[config.mk]
export PLATFORM = sky130hd
export DESIGN_NAME = core_reg_write_arbiter
export DESIGN_NICKNAME = d
export VERILOG_FILES = /design/src/rtl/core_reg_write_arbiter.sv
export SDC_FILE = /design/constraint.sdc
export NUM_CORES = 1
export LEC_CHECK = 0
export ABC_AREA = 1
export CELL_PAD_IN_SITES_DETAIL_PLACEMENT = 1
export CELL_PAD_IN_SITES_GLOBAL_PLACEMENT = 1
export CORE_MARGIN = 2
export CORE_UTILIZATION = 46
export CTS_CLUSTER_DIAMETER = 150
export DETAILED_ROUTE_END_ITERATION = 12
export GPL_TIMING_DRIVEN = 0
export PLACE_DENSITY = 0.85
export SYNTH_ARGS = -nofsm -noshare
export SYNTH_HDL_FRONTEND = slang
export SYNTH_SLANG_ARGS = --single-unit
export TNS_END_PERCENT = 1
[constraint.sdc]
create_clock -name clk_i -period 7.9 [get_ports clk_i]
set_input_delay 1.975 -clock clk_i [delete_from_list [all_inputs] [get_ports clk_i]]
set_output_delay 1.975 -clock clk_i [all_outputs]
set_load 0.005 [all_outputs]
[src/rtl/core_reg_write_arbiter.sv]
// Register bank shared by several write requesters: round-robin arbitration with
// optional bounded lock bursts, plus one combinational read port.
module core_reg_write_arbiter #(
    parameter int unsigned     Requesters = 4,
    parameter int unsigned     Bits       = 8,
    parameter int unsigned     Depth      = 16,
    parameter int unsigned     MaxBurst   = 4,
    parameter logic [Bits-1:0] ResetValue = '0,
    localparam int unsigned    AddrBits   = $clog2(Depth)
) (
    input  logic                           clk_i,
    input  logic                           rst_i,
    input  logic [Requesters-1:0]          req_valid_i,
    input  logic [Requesters-1:0]          req_lock_i,
    input  logic [Requesters*AddrBits-1:0] req_addr_i,
    input  logic [Requesters*Bits-1:0]     req_data_i,
    output logic [Requesters-1:0]          req_ready_o,
    output logic [Requesters-1:0]          grant_o,
    output logic                           busy_o,
    input  logic [AddrBits-1:0]            rd_addr_i,
    output logic [Bits-1:0]                rd_data_o
);

    localparam int unsigned PtrW = $clog2(Requesters);
    localparam int unsigned CntW = $clog2(MaxBurst + 1);

    typedef enum logic [0:0] {StIdle, StLocked} state_e;

    state_e          state_q, state_d;
    logic [PtrW-1:0] ptr_q, ptr_d;
    logic [PtrW-1:0] owner_q, owner_d;
    logic [CntW-1:0] cnt_q, cnt_d;
    logic [Bits-1:0] mem_q [Depth];
    logic [Bits-1:0] mem_d [Depth];

    logic            found;
    logic [PtrW-1:0] winner;
    logic [PtrW-1:0] sel;
    logic            accept;
    logic [AddrBits-1:0] wr_addr;
    logic [Bits-1:0]     wr_data;

    function automatic logic [PtrW-1:0] next_ptr(input logic [PtrW-1:0] p);
        return (32'(p) == Requesters - 1) ? '0 : p + 1'b1;
    endfunction

    // First valid requester at or above the pointer, wrapping around.
    always_comb begin
        found  = 1'b0;
        winner = '0;
        for (int unsigned i = 0; i < Requesters; i++) begin
            if (!found && req_valid_i[(32'(ptr_q) + i) % Requesters]) begin
                found  = 1'b1;
                winner = PtrW'((32'(ptr_q) + i) % Requesters);
            end
        end
    end

    always_comb begin
        req_ready_o = '0;
        grant_o     = '0;
        busy_o      = 1'b0;
        sel         = (state_q == StLocked) ? owner_q : winner;
        if (!rst_i) begin
            if (state_q == StLocked) begin
                req_ready_o[owner_q] = req_valid_i[owner_q];
                grant_o[owner_q]     = 1'b1;
                busy_o               = 1'b1;
            end else begin
                req_ready_o[winner] = found;
                grant_o             = req_ready_o;
            end
        end
        accept  = |req_ready_o;
        wr_addr = req_addr_i[32'(sel) * AddrBits +: AddrBits];
        wr_data = req_data_i[32'(sel) * Bits +: Bits];
    end

    always_comb begin
        state_d = state_q;
        ptr_d   = ptr_q;
        owner_d = owner_q;
        cnt_d   = cnt_q;
        unique case (state_q)
            StIdle: begin
                if (accept) begin
                    if (req_lock_i[winner] && MaxBurst > 1) begin
                        state_d = StLocked;
                        owner_d = winner;
                        cnt_d   = CntW'(1);
                    end else begin
                        ptr_d = next_ptr(winner);
                    end
                end
            end
            StLocked: begin
                if (accept) begin
                    if (req_lock_i[owner_q] && (32'(cnt_q) + 1 < MaxBurst)) begin
                        cnt_d = cnt_q + 1'b1;
                    end else begin
                        state_d = StIdle;
                        cnt_d   = '0;
                        ptr_d   = next_ptr(owner_q);
                    end
                end else if (!req_lock_i[owner_q]) begin
                    // Owner gave up the lock without writing: release silently.
                    state_d = StIdle;
                    cnt_d   = '0;
                    ptr_d   = next_ptr(owner_q);
                end
            end
            default: state_d = StIdle;
        endcase
    end

    // Out-of-range addresses complete the handshake but leave the bank untouched.
    always_comb begin
        mem_d = mem_q;
        if (accept && (32'(wr_addr) < Depth)) begin
            mem_d[wr_addr] = wr_data;
        end
    end

    always_ff @(posedge clk_i or posedge rst_i) begin
        if (rst_i) begin
            state_q <= StIdle;
            ptr_q   <= '0;
            owner_q <= '0;
            cnt_q   <= '0;
            for (int i = 0; i < Depth; i++) begin
                mem_q[i] <= ResetValue;
            end
        end else begin
            state_q <= state_d;
            ptr_q   <= ptr_d;
            owner_q <= owner_d;
            cnt_q   <= cnt_d;
            mem_q   <= mem_d;
        end
    end

    assign rd_data_o = (32'(rd_addr_i) < Depth) ? mem_q[rd_addr_i] : '0;

endmodule

**Word-level counts from Yosys, hierarchy flattened**

Index checks and enable logic that the tools add are counted.

- Multiplexer cells: 59
- Bitwise gates (word level): 5
- Reduce and logical (&&, ||, !) cells: 14
- $add $sub $neg: 7
- Order comparisons: 12
- Equality and inequality tests: 7
- Shift operators: 2

Operators by type and width:

| operator | count |
|---|---|
| $bwmux W128 | 1 |
| $bmux W8 S4 | 1 |
| $demux W8 S4 | 1 |
| $shiftx A32 B6 Y8 | 1 |
| $mux W2 | 12 |
| $mux W8 | 3 |
| $mux W1 | 20 |
| $lt A2 B3 Y1 const B | 6 |
| $mux W4 | 4 |
| $shiftx A16 B5 Y4 | 1 |
| $mux W3 | 5 |
| $bmux W1 S2 | 7 |
| $ge A5 B5 Y1 const B | 2 |
| $not A4 Y5 | 2 |
| $and A4 B4 Y4 | 2 |
| $logic_and A1 B1 Y1 | 7 |
| $add A2 B1 Y2 const B | 3 |
| $ne A2 B2 Y1 const B | 3 |
| $ne A3 B3 Y1 const B | 2 |
| $pmux W3 S2 | 1 |
| $reduce_and A3 Y1 | 2 |
| $lt A5 B1 Y1 const B | 1 |
| $add A2 B2 Y2 const B | 2 |
| $add A3 B1 Y4 const B | 1 |
| 11 further kinds | 16 |

- Flip-flop bits (word level): 136
- Word-level logic and storage cells: 126
- Output and inout port bits: 17
- Input port bits: 62

**Depth between registers and ports, before layout**

Gate-level depths: netlist (run 1).

- Depth after elaboration: 22
- Depth in mapped cells: 22

**Worst setup path before layout (run 1)**

OpenSTA, ideal clock, no wires.

- Path type: input port to output port
- Start point: in rd_addr_i[0]
- End point: out rd_data_o[0]
- Stages on the path: 7
- Arrival time: 3.502 ns
- Slack: 2.423 ns
- Cell sequence: clkbuf_1 -> clkbuf_1 -> buf_1 -> mux2i_1 -> o211ai_1 -> o211ai_1 -> nand2_1

- Word-level cells in the longest chain between the ends: 4

Ends and longest elaborated chain:

| element | line | text |
|---|---|---|
| from (decl) | 20 | `input logic [AddrBits-1:0] rd_addr_i,` |
| $not A4 Y5 (implied by the code) | 142 | `assign rd_data_o = (32'(rd_addr_i) < Depth) ? mem_q[rd_addr_i] : '0;` |
| $bmux W8 S4 | 142 |  |
| $mux W8 (implied by the code) (2 in a row) | 142 |  |
| to (decl) | 21 | `output logic [Bits-1:0] rd_data_o` |

Every way passes these cells. The select of a mux whose other input is x is not followed.

**Worst setup path after layout (run 1)**

- Start point: in rd_addr_i[0]
- End point: out rd_data_o[6]

The elaborated chain is that of the path after synthesis.

==> results.md, run 1 <==
- Top_reg_cell synth: dfrtp_1
- Max-cap check violation count: 0
- Max-slew violations: 0
- Die area: 18,900 sq um
- Req. time, crit path: between 5 and 6 ns
- Synth-to-Final Area Change: 19.6%
- Crit. End Element: primary output
- FF+latch count, synth: between 100 and 150
- CTS Buf Count: 17
- Total gr overflow: 0
- Hold Crit Class: reg2reg
- Initial DRT Pass Iterations: 5
- Drc violations: 0
- Ys Warns: 0
- Cts hold-fix bufs: 0
- Distinct cell type count after synthesis: 30
- Setup TNS: 0 ns
- Core area: between 15,000 and 20,000 sq um
- Reg clk slew, reported paths: 0.06 ns
- Post-synth ARST share: 100%
- TritonCTS Sinks: between 100 and 150
- TritonCTS clock tree: built
- Total I/O pin count: 79
- Synth Net Count: 1,143
- CP peak stage delay: 0.74 ns
- EDFF count, synth: 0
- Routed wire per std cell: about 21 microns
- Fillers: roughly 2,200
- Area contributors post-synth: dfrtp_1 (42%), nand2_1 (18%), nand3_1 (10%)
- Worst slew pin tran: approximately 0.96 ns
- Die Y-Extent: roughly 140 microns
- Crit-path leading delay family: buffers and inverters
- Clk_lat worst skew: approximately 0.43 ns
- Row Count: 48
- Vias in the first global route: around 8,300
- RSZ-0062 raised after global routing: no
- Final Skew: 0.00817 ns
- Cells after synthesis: between 1,000 and 1,500
- Final Critical Period: 6.90 ns
- First-pass GRT wire length: between 40,000 and 50,000 microns
- Routed vias/inst: around 5.8
- Crit path buffers/inverters: 4
- Status: complete, no violations
- Share of cells above drive strength 1: 10.9%
- Worst setup margin: about 1 ns
- Buffers on Ports: 74
- DRT antenna net count: 0
- RD Place Congestion: 1.01
- Mean Syn Cell Area: 7.65 sq um
- Initial DRC count: between 500 and 600
- Antenna violations before repair: 1
- Post-Syn Area: 8200 sq um
- Htree depth: 4
- Final Setup Violations: 0
- CP Launch Type: primary input
- Tot GR Track Use: about a third
- Cell accounting for the most synthesized area: dfrtp_1
- Die span in x: ~140 microns
- CP cell instances: clkbuf_1 -> clkbuf_1 -> buf_1 -> mux2i_1 -> o211ai_1 -> o211ai_1 -> nand2_1 -> clkdlybuf4s50_1
- # nets final: approximately 1,200
- Postcts setup bufs: 0
- Critical path arrival: around 4.9 ns
- Worst slack at placement: roughly 1.1 ns
- Seq/Total Area, Yosys: between 40% and 50%
- CTS root buf: clkbuf_16
- Maximum root-to-sink buffer count: 2
- Largest net degree at the start of global routing: 76
- WS Path Type: in2out
- Initial Util: between 40% and 50%
- Via count: between 8,000 and 9,000
- Routed WL: 29,100 microns
- Post-DP HPWL: between 20,000 and 25,000 microns
- Slowest-stage cell, CP: buf_1
- Fmax: roughly 150 MHz
- Final Hold Viols: 0
- Crit Path Max Fanout: 10
- PostCTS Resize Cnt: 0
- Top cell type's share of synthesized area: between 40% and 50%
- Period utilization: 87.3%
- Slew headroom: between 30 and 40%
-- per-stage QoR --
step	util (%)	cell area [sq um]	hold WS [ns]	cells
finish	56.5	9810	0.464	1403
global placement	53.1	9220	0.449	1371
global route	56.5	9810	0.487	1403
CTS	56.5	9810	0.467	1402
floorplan	-	8200	0.437	1072
detailed placement	53.3	9250	0.453	1372
-- cell usage after synthesis (5+ instances only) --
cell,count
buf_4,20
o21ai_0,59
clkbuf_1,19
nor2_1,22
ha_1,9
nand3_2,5
mux2i_1,32
a21oi_1,35
nand2_2,26
dfrtp_1,136
nand2_1,387
inv_1,64
o21ai_2,8
buf_6,17
nand3_1,169
o211ai_1,32
nor2_8,7
-- final timing paths --
path                                                to  depth (start not counted)  slack, ns                    from
worst max-delay path                      rd_data_o[6]                          8       1.00            rd_addr_i[0]
min in group asynchronous         ptr_q[0]$_DFFE_PP0P_                          2       2.05                   rst_i
worst max register to register   mem_q[72]$_DFFE_PP0P_                         22       4.67    ptr_q[1]$_DFFE_PP0P_
max in group asynchronous        mem_q[96]$_DFFE_PP0P_                          3       5.05                   rst_i
worst min register to register  mem_q[123]$_DFFE_PP0P_                          2       0.46  mem_q[123]$_DFFE_PP0P_
worst min-delay path            mem_q[123]$_DFFE_PP0P_                          2       0.46  mem_q[123]$_DFFE_PP0P_
-- worst reg2reg max path, delay by kind of cell (launching register included) --
kind,cells,cell delay (ns)
fa+ha+maj,1,0.15
flops,1,0.49
simple gates,18,2.21
buf+inv,3,0.27
-- area by class of cell --
| type | count | area, sq um | area share [%] |
|---|---|---|---|
| multi-input combinational | 805 | 4090 | 41.7 |
| sequential | 136 | 3400 | 34.7 |
| timing repair buffer | 75 | 768 | 7.83 |
| clock buffer | 21 | 450 | 4.59 |
| buffer | 63 | 443 | 4.52 |
| tap | 225 | 282 | 2.87 |
| inverter | 68 | 263 | 2.68 |
| clock inverter | 9 | 103 | 1.05 |
| antenna | 1 | 2.50 | 0.0255 |
-- metal layers --
metal,routed length [microns],GRT usage [%],part of all wire [%],vias up
met4,592,9.85,2.0,0
met1,12600,42.1,43,4094
met2,14200,54.6,49,238
met3,1650,6.07,5.7,50
met5,0,0,0,-
li1,-,-,-,3696
-- state kept, by name (all words and copies together), names as in the netlist --
name	flops
cnt_q	3
mem_q	128
owner_q	2
ptr_q	2
state_q	1
-- cells by family after synthesis --
| logic type | share of synthesized area [%] |
|---|---|
| buffers and inverters | 8.55 |
| DFF | 41.5 |
| AOI/OAI and AO/OA | 9.77 |
| and+or+nand+nor | 34.9 |
| adders and majority gates | 1.37 |
| muxes | 3.91 |
-- cells in the final DEF, fill, tap and decap left out, types with 4 or more instances in the layout --
cell,instances
a21oi_1,35
buf_1,4
buf_4,20
buf_6,17
clkbuf_1,22
clkbuf_16,17
clkdlybuf4s50_1,74
clkinv_2,4
dfrtp_1,136
ha_1,9
inv_1,63
mux2i_1,32
nand2_1,387
nand2_2,26
nand3_1,169
nand3_2,5
nor2_1,22
nor2_8,7
o211ai_1,32
o21ai_0,59
o21ai_2,8
Power of run 1 is not shown: default switching activity piles up to over one toggle a cycle in this logic, so the estimate is an artifact.
==> run 2: changes to the inputs <==
CTS_CLUSTER_SIZE = 10   (was default)
REMOVE_ABC_BUFFERS = 1   (was default)
==> results.md, run 2 (synthesized netlist as in run 1, its figures left out) <==
- Reg clk slew, reported paths: 0.05 ns
- Worst hold margin: around 0.46 ns
- Largest net degree at the start of global routing: between 70 and 80
- Final Critical Period: approximately 7.4 ns
- DP Area: about 8900 sq um
- Routed WL: roughly 24,000 microns
- Crit Path Max Fanout: 33
- Final Hold Viols: 0
- Initial DRT Pass Iterations: 5
- Reg2reg path depth: 22
- Die area: between 15,000 and 20,000 sq um
- Initial DRC count: approximately 570
- Largest register FFs: ~130
- TritonCTS Sinks: ~140
- Period utilization: 93.2%
- First-pass GRT wire length: between 30,000 and 40,000 microns
- Fmax: about 140 MHz
- Layout Cells excl Fill: ~1,300
- WS Path Type: in2out
- Largest Register: mem_q
- Commonest non-fill, non-tap cell in the layout: nand2_1
- Inserted Diodes: 0
- Req. time, crit path: 5.93 ns
- Highest-count cells in the layout ignoring fill and taps: nand2_1 (387), nand3_1 (169), dfrtp_1 (136), clkdlybuf4s50_1 (76), inv_1 (63)
- Routed wire per std cell: around 18 microns
- Row Count: 48
- Worst slew pin tran: between 1 and 1.5 ns
- Synth-to-Final Area Change: 15.3%
- Total I/O pin count: 79
- Cts hold-fix bufs: 0
- CP Launch Type: primary input
- CTS Buf Count: 17
- Final Skew: between 0.005 and 0.006 ns
- Fillers: between 2,000 and 2,500
- Max-cap check violation count: 0
- Slew headroom: ~6%
- Postcts setup bufs: 0
- RD Place Congestion: between 0.8 and 0.9
- RSZ-0062 raised after global routing: no
- Vias in the first global route: between 7,000 and 8,000
- Largest regs: mem_q (128), cnt_q (3)
- CP cell instances: dlymetal6s2s_1 -> inv_1 -> o211ai_1 -> o211ai_1 -> nand2_1 -> clkdlybuf4s50_1
- Routed vias/inst: between 5 and 6
- Tot GR Track Use: 26.8%
- Status: complete, no violations
- DRT antenna net count: 0
- Crit. End Element: primary output
- Final Setup Violations: 0
- Critical path arrival: around 5.4 ns
- Hold Crit Class: reg2reg
- CTS root buf: clkbuf_16
- Via count: 7,509
- Antenna violations before repair: 0
- Total gr overflow: 0
- Die span in x: 137 microns
- Initial Util: a little under half
- Slowest-stage cell, CP: dlymetal6s2s_1
- # nets final: around 1,200
- Maximum root-to-sink buffer count: 2
- Post-DP HPWL: 15,500 microns
- Placed cells: 1,314
- Buffers on Ports: 78
- Drc violations: 0
- Core area: between 15,000 and 20,000 sq um
- Post-route cell area: between 9000 and 10,000 sq um
- Hold path depth: 2
- FF-to-FF setup slack: approximately 4.0 ns
- CP peak stage delay: just over 1 ns
- Die Y-Extent: between 100 and 150 microns
- Share of cells above drive strength 1: about 8.1%
- Htree depth: 4
- Most frequent cell on the critical path: o211ai_1
- TritonCTS clock tree: built
- Max-slew violations: 0
- Clk_lat worst skew: about 0.42 ns
==> run 2: worst max-delay path, delay by kind of cell <==
family / cells / cell delay, ns
simple gates: 1 / 0.17
buf+inv: 3 / 2.49
compound gates: 2 / 0.71
==> run 2: per-layer routing <==
| metal | global-route usage, % | vias up | wire [microns] |
|---|---|---|---|
| li1 | - | 3589 | - |
| met2 | 42.3 | 187 | 11200 |
| met1 | 37.1 | 3709 | 11300 |
| met5 | 0 | - | 0 |
| met4 | 7.67 | 0 | 362 |
| met3 | 5.56 | 24 | 1180 |
==> run 2: stage by stage <==
step	TNS (ns)	setup WS, ns	util, %
2_1_floorplan	0	2.29	-
3_3_place_gp	-6.86	-0.975	50.8
3_5_place_dp	0	0.180	51.1
4_1_cts	0	0.172	54.4
5_1_grt	0	0.326	54.5
6_report	0	0.540	54.5
==> run 2: cell type report <==
cell class / instances / area, sq um / share of cell area (%)
clock buffer: 23 / 478 / 5.06
clock inverter: 8 / 96.3 / 1.02
inverter: 68 / 263 / 2.78
multi-input combinational: 805 / 4090 / 43.3
sequential: 136 / 3400 / 36.0
tap: 225 / 282 / 2.98
timing repair buffer: 80 / 836 / 8.84
==> run 2: what timing repair did <==
| action | CTS | global route |
|---|---|---|
| resized for setup | 0 | 1 |
| setup endpoints to repair | 0 | 3 |
| endpoints found under the hold margin | 0 | 0 |
==> run 2: worst paths after layout <==
check	startpoint	end
max reg2reg	ptr_q[0]$_DFFE_PP0P_	mem_q[110]$_DFFE_PP0P_
min	mem_q[121]$_DFFE_PP0P_	mem_q[121]$_DFFE_PP0P_
max in group asynchronous	rst_i	mem_q[60]$_DFFE_PP0P_
min reg2reg	mem_q[121]$_DFFE_PP0P_	mem_q[121]$_DFFE_PP0P_
min in group asynchronous	rst_i	owner_q[0]$_DFFE_PP0P_
max	rd_addr_i[1]	rd_data_o[0]
Power of run 2 is left out for the same reason.
==> run 3: changes to the inputs <==
CORE_UTILIZATION = 43   (was 46)
PLACE_DENSITY = 0.8   (was 0.85)
clock period = 7.8 ns   (was 7.9 ns; I/O delays follow)
==> results.md, run 3 (synthesized netlist as in run 1, its figures left out) <==
- # nets final: roughly 1,200
- Reg clk slew, reported paths: 0.06 ns
- DRT met1 WL: ~12,000 microns
- Largest net degree at the start of global routing: 77
- Largest Register: mem_q
- Antenna violations before repair: 0
- Total I/O pin count: 79
- Worst hold margin: roughly 0.47 ns
- TritonCTS clock tree: built
- CP cell instances: buf_2 -> inv_1 -> o211ai_1 -> o211ai_1 -> nand2_1 -> clkdlybuf4s50_1
- First-pass GRT wire length: 40,600 microns
- CP Launch Type: primary input
- Critical path arrival: between 4 and 5 ns
- Setup TNS: 0 ns
- Final Setup Violations: 0
- Crit Path Max Fanout: 33
- Most frequent cell on the critical path: o211ai_1
- Met3 wire length: roughly 1000 microns
- Share of cells above drive strength 1: 8.56%
- Maximum root-to-sink buffer count: 2
- Final Critical Period: between 6 and 7 ns
- Drc violations: 0
- Buffers on Ports: 78
- Die Y-Extent: approximately 140 microns
- Final core area utilization: about half
- Via count: 7,495
- CTS root buf: clkbuf_16
- Reg2reg path depth: 22
- Worst slew pin tran: 1.13 ns
- Status: complete, no violations
- FF-to-FF Start: ptr_q[0]$_DFFE_PP0P_
- Tot GR Track Use: 25.7%
- Largest register FFs: ~130
- Crit. End Element: primary output
- Clk_lat worst skew: 0.43 ns
- Fmax: 151 MHz
- Slowest-stage cell, CP: inv_1
- Final Hold Viols: 0
- Crit path from: rd_addr_i[1]
- Initial DRC count: approximately 490
- RSZ-0062 raised after global routing: no
- TritonCTS Sinks: roughly 140
- Htree depth: 4
- FF-to-FF setup slack: ~4.0 ns
- Top sig layer: met4
- CP peak stage delay: 0.73 ns
- Critical path depth in cells: 6
- Routed WL: around 25,000 microns
- Req. time, crit path: between 5 and 6 ns
- Initial DRT Pass Iterations: 4
- CTS Buf Count: 17
- Die span in x: ~140 microns
- DR WL met2: between 10,000 and 15,000 microns
- Row Count: 50
- Period utilization: between 80% and 90%
- Commonest non-fill, non-tap cell in the layout: nand2_1
- Worst r2r dst: mem_q[95]$_DFFE_PP0P_
- Initial Util: between 40% and 50%
- Crit path buffers/inverters: 3
- Largest regs: mem_q (128), cnt_q (3)
- Synth-to-Final Area Change: 15.8%
- Routed wire per std cell: about 18 microns
- Inserted Diodes: 0
- Cts hold-fix bufs: 0
- DRT antenna net count: 0
- Hold Crit Class: reg2reg
- Setup crit end: rd_data_o[0]
- PostCTS Resize Cnt: 0
- Postcts setup bufs: 0
- Routed vias/inst: ~5.5
- Post-DP HPWL: 15,800 microns
- Max-cap check violation count: 0
- WS Path Type: in2out
- Highest-count cells in the layout ignoring fill and taps: nand2_1 (387), nand3_1 (169), dfrtp_1 (136), clkdlybuf4s50_1 (76), inv_1 (63)
- Max-slew violations: 0
- RD Place Congestion: between 0.8 and 0.9
- Final Skew: 0.0114 ns
- Die area: slightly above 20,000 sq um
- Slew headroom: around a quarter
- Core area: around 19,000 sq um
- Vias in the first global route: around 7,800
- Crit-path leading delay family: buffers and inverters
- Total gr overflow: 0
==> run 3: cell types whose count changed in the layout (fill, tap and decap cells not counted), sizes merged <==
cell / change
clkinv: +1
clkinvlp: +1
inv: +1
bufinv: +1
buf: +1
dlymetal6s2s: -1
clkbuf: -3
==> run 3: how the worst min path moves through the flow <==
stage                     slack [ns]  cells after the start                endpoint                   start
final                           0.47                      2  mem_q[126]$_DFFE_PP0P_  mem_q[126]$_DFFE_PP0P_
after global routing            0.48                      2  mem_q[126]$_DFFE_PP0P_  mem_q[126]$_DFFE_PP0P_
after CTS                       0.47                      2   mem_q[89]$_DFFE_PP0P_   mem_q[89]$_DFFE_PP0P_
after detailed placement        0.45                      2   mem_q[89]$_DFFE_PP0P_   mem_q[89]$_DFFE_PP0P_
after global placement          0.45                      2   mem_q[62]$_DFFE_PP0P_   mem_q[62]$_DFFE_PP0P_
after floorplan                 0.44                      2  mem_q[120]$_DFFE_PP0P_  mem_q[120]$_DFFE_PP0P_
==> run 3: per-layer routing <==
layer	global-route usage, %	vias up
li1	-	3589
met1	35.5	3725
met2	42.9	165
met3	4.41	16
met4	5.00	0
met5	0	-
==> run 3: area by class of cell <==
class	count	area (sq um)
well taps	234	293
fillers	2335	9210
flip-flops and latches	136	3400
repair buffers	80	828
clock inverters	12	148
inverters	68	263
multi-input cells	805	4090
clock buffers	20	467
==> run 3: through the flow <==
| stage | cells | cell area [sq um] | setup slack [ns] |
|---|---|---|---|
| 2_1_floorplan | 1009 | 7750 | 2.21 |
| 3_3_place_gp | 1321 | 8830 | -1.16 |
| 3_5_place_dp | 1323 | 8880 | 1.22 |
| 4_1_cts | 1355 | 9500 | 1.23 |
| 5_1_grt | 1355 | 9500 | 1.05 |
| 6_report | 1355 | 9500 | 1.19 |
==> run 3: worst register-to-register path: stages, from the launching register on <==
cell and delay, ns:
dfrtp_1 0.57, inv_2 0.16, nand2_1 0.11, nand2_2 0.09
nand2_1 0.09, nand2_1 0.09, nor2_4 0.12, nand3_1 0.08
nand3_1 0.13, nand2_2 0.12, inv_1 0.12, ha_1 0.16
nand3_1 0.08, nand2_1 0.09, nand2_1 0.07, nand2_1 0.10
inv_1 0.04, nand2_1 0.28, nand3_4 0.19, nor2_8 0.54
nand2_2 0.33, nand2_1 0.13, nand2_1 0.06
Power of run 3 is left out for the same reason.
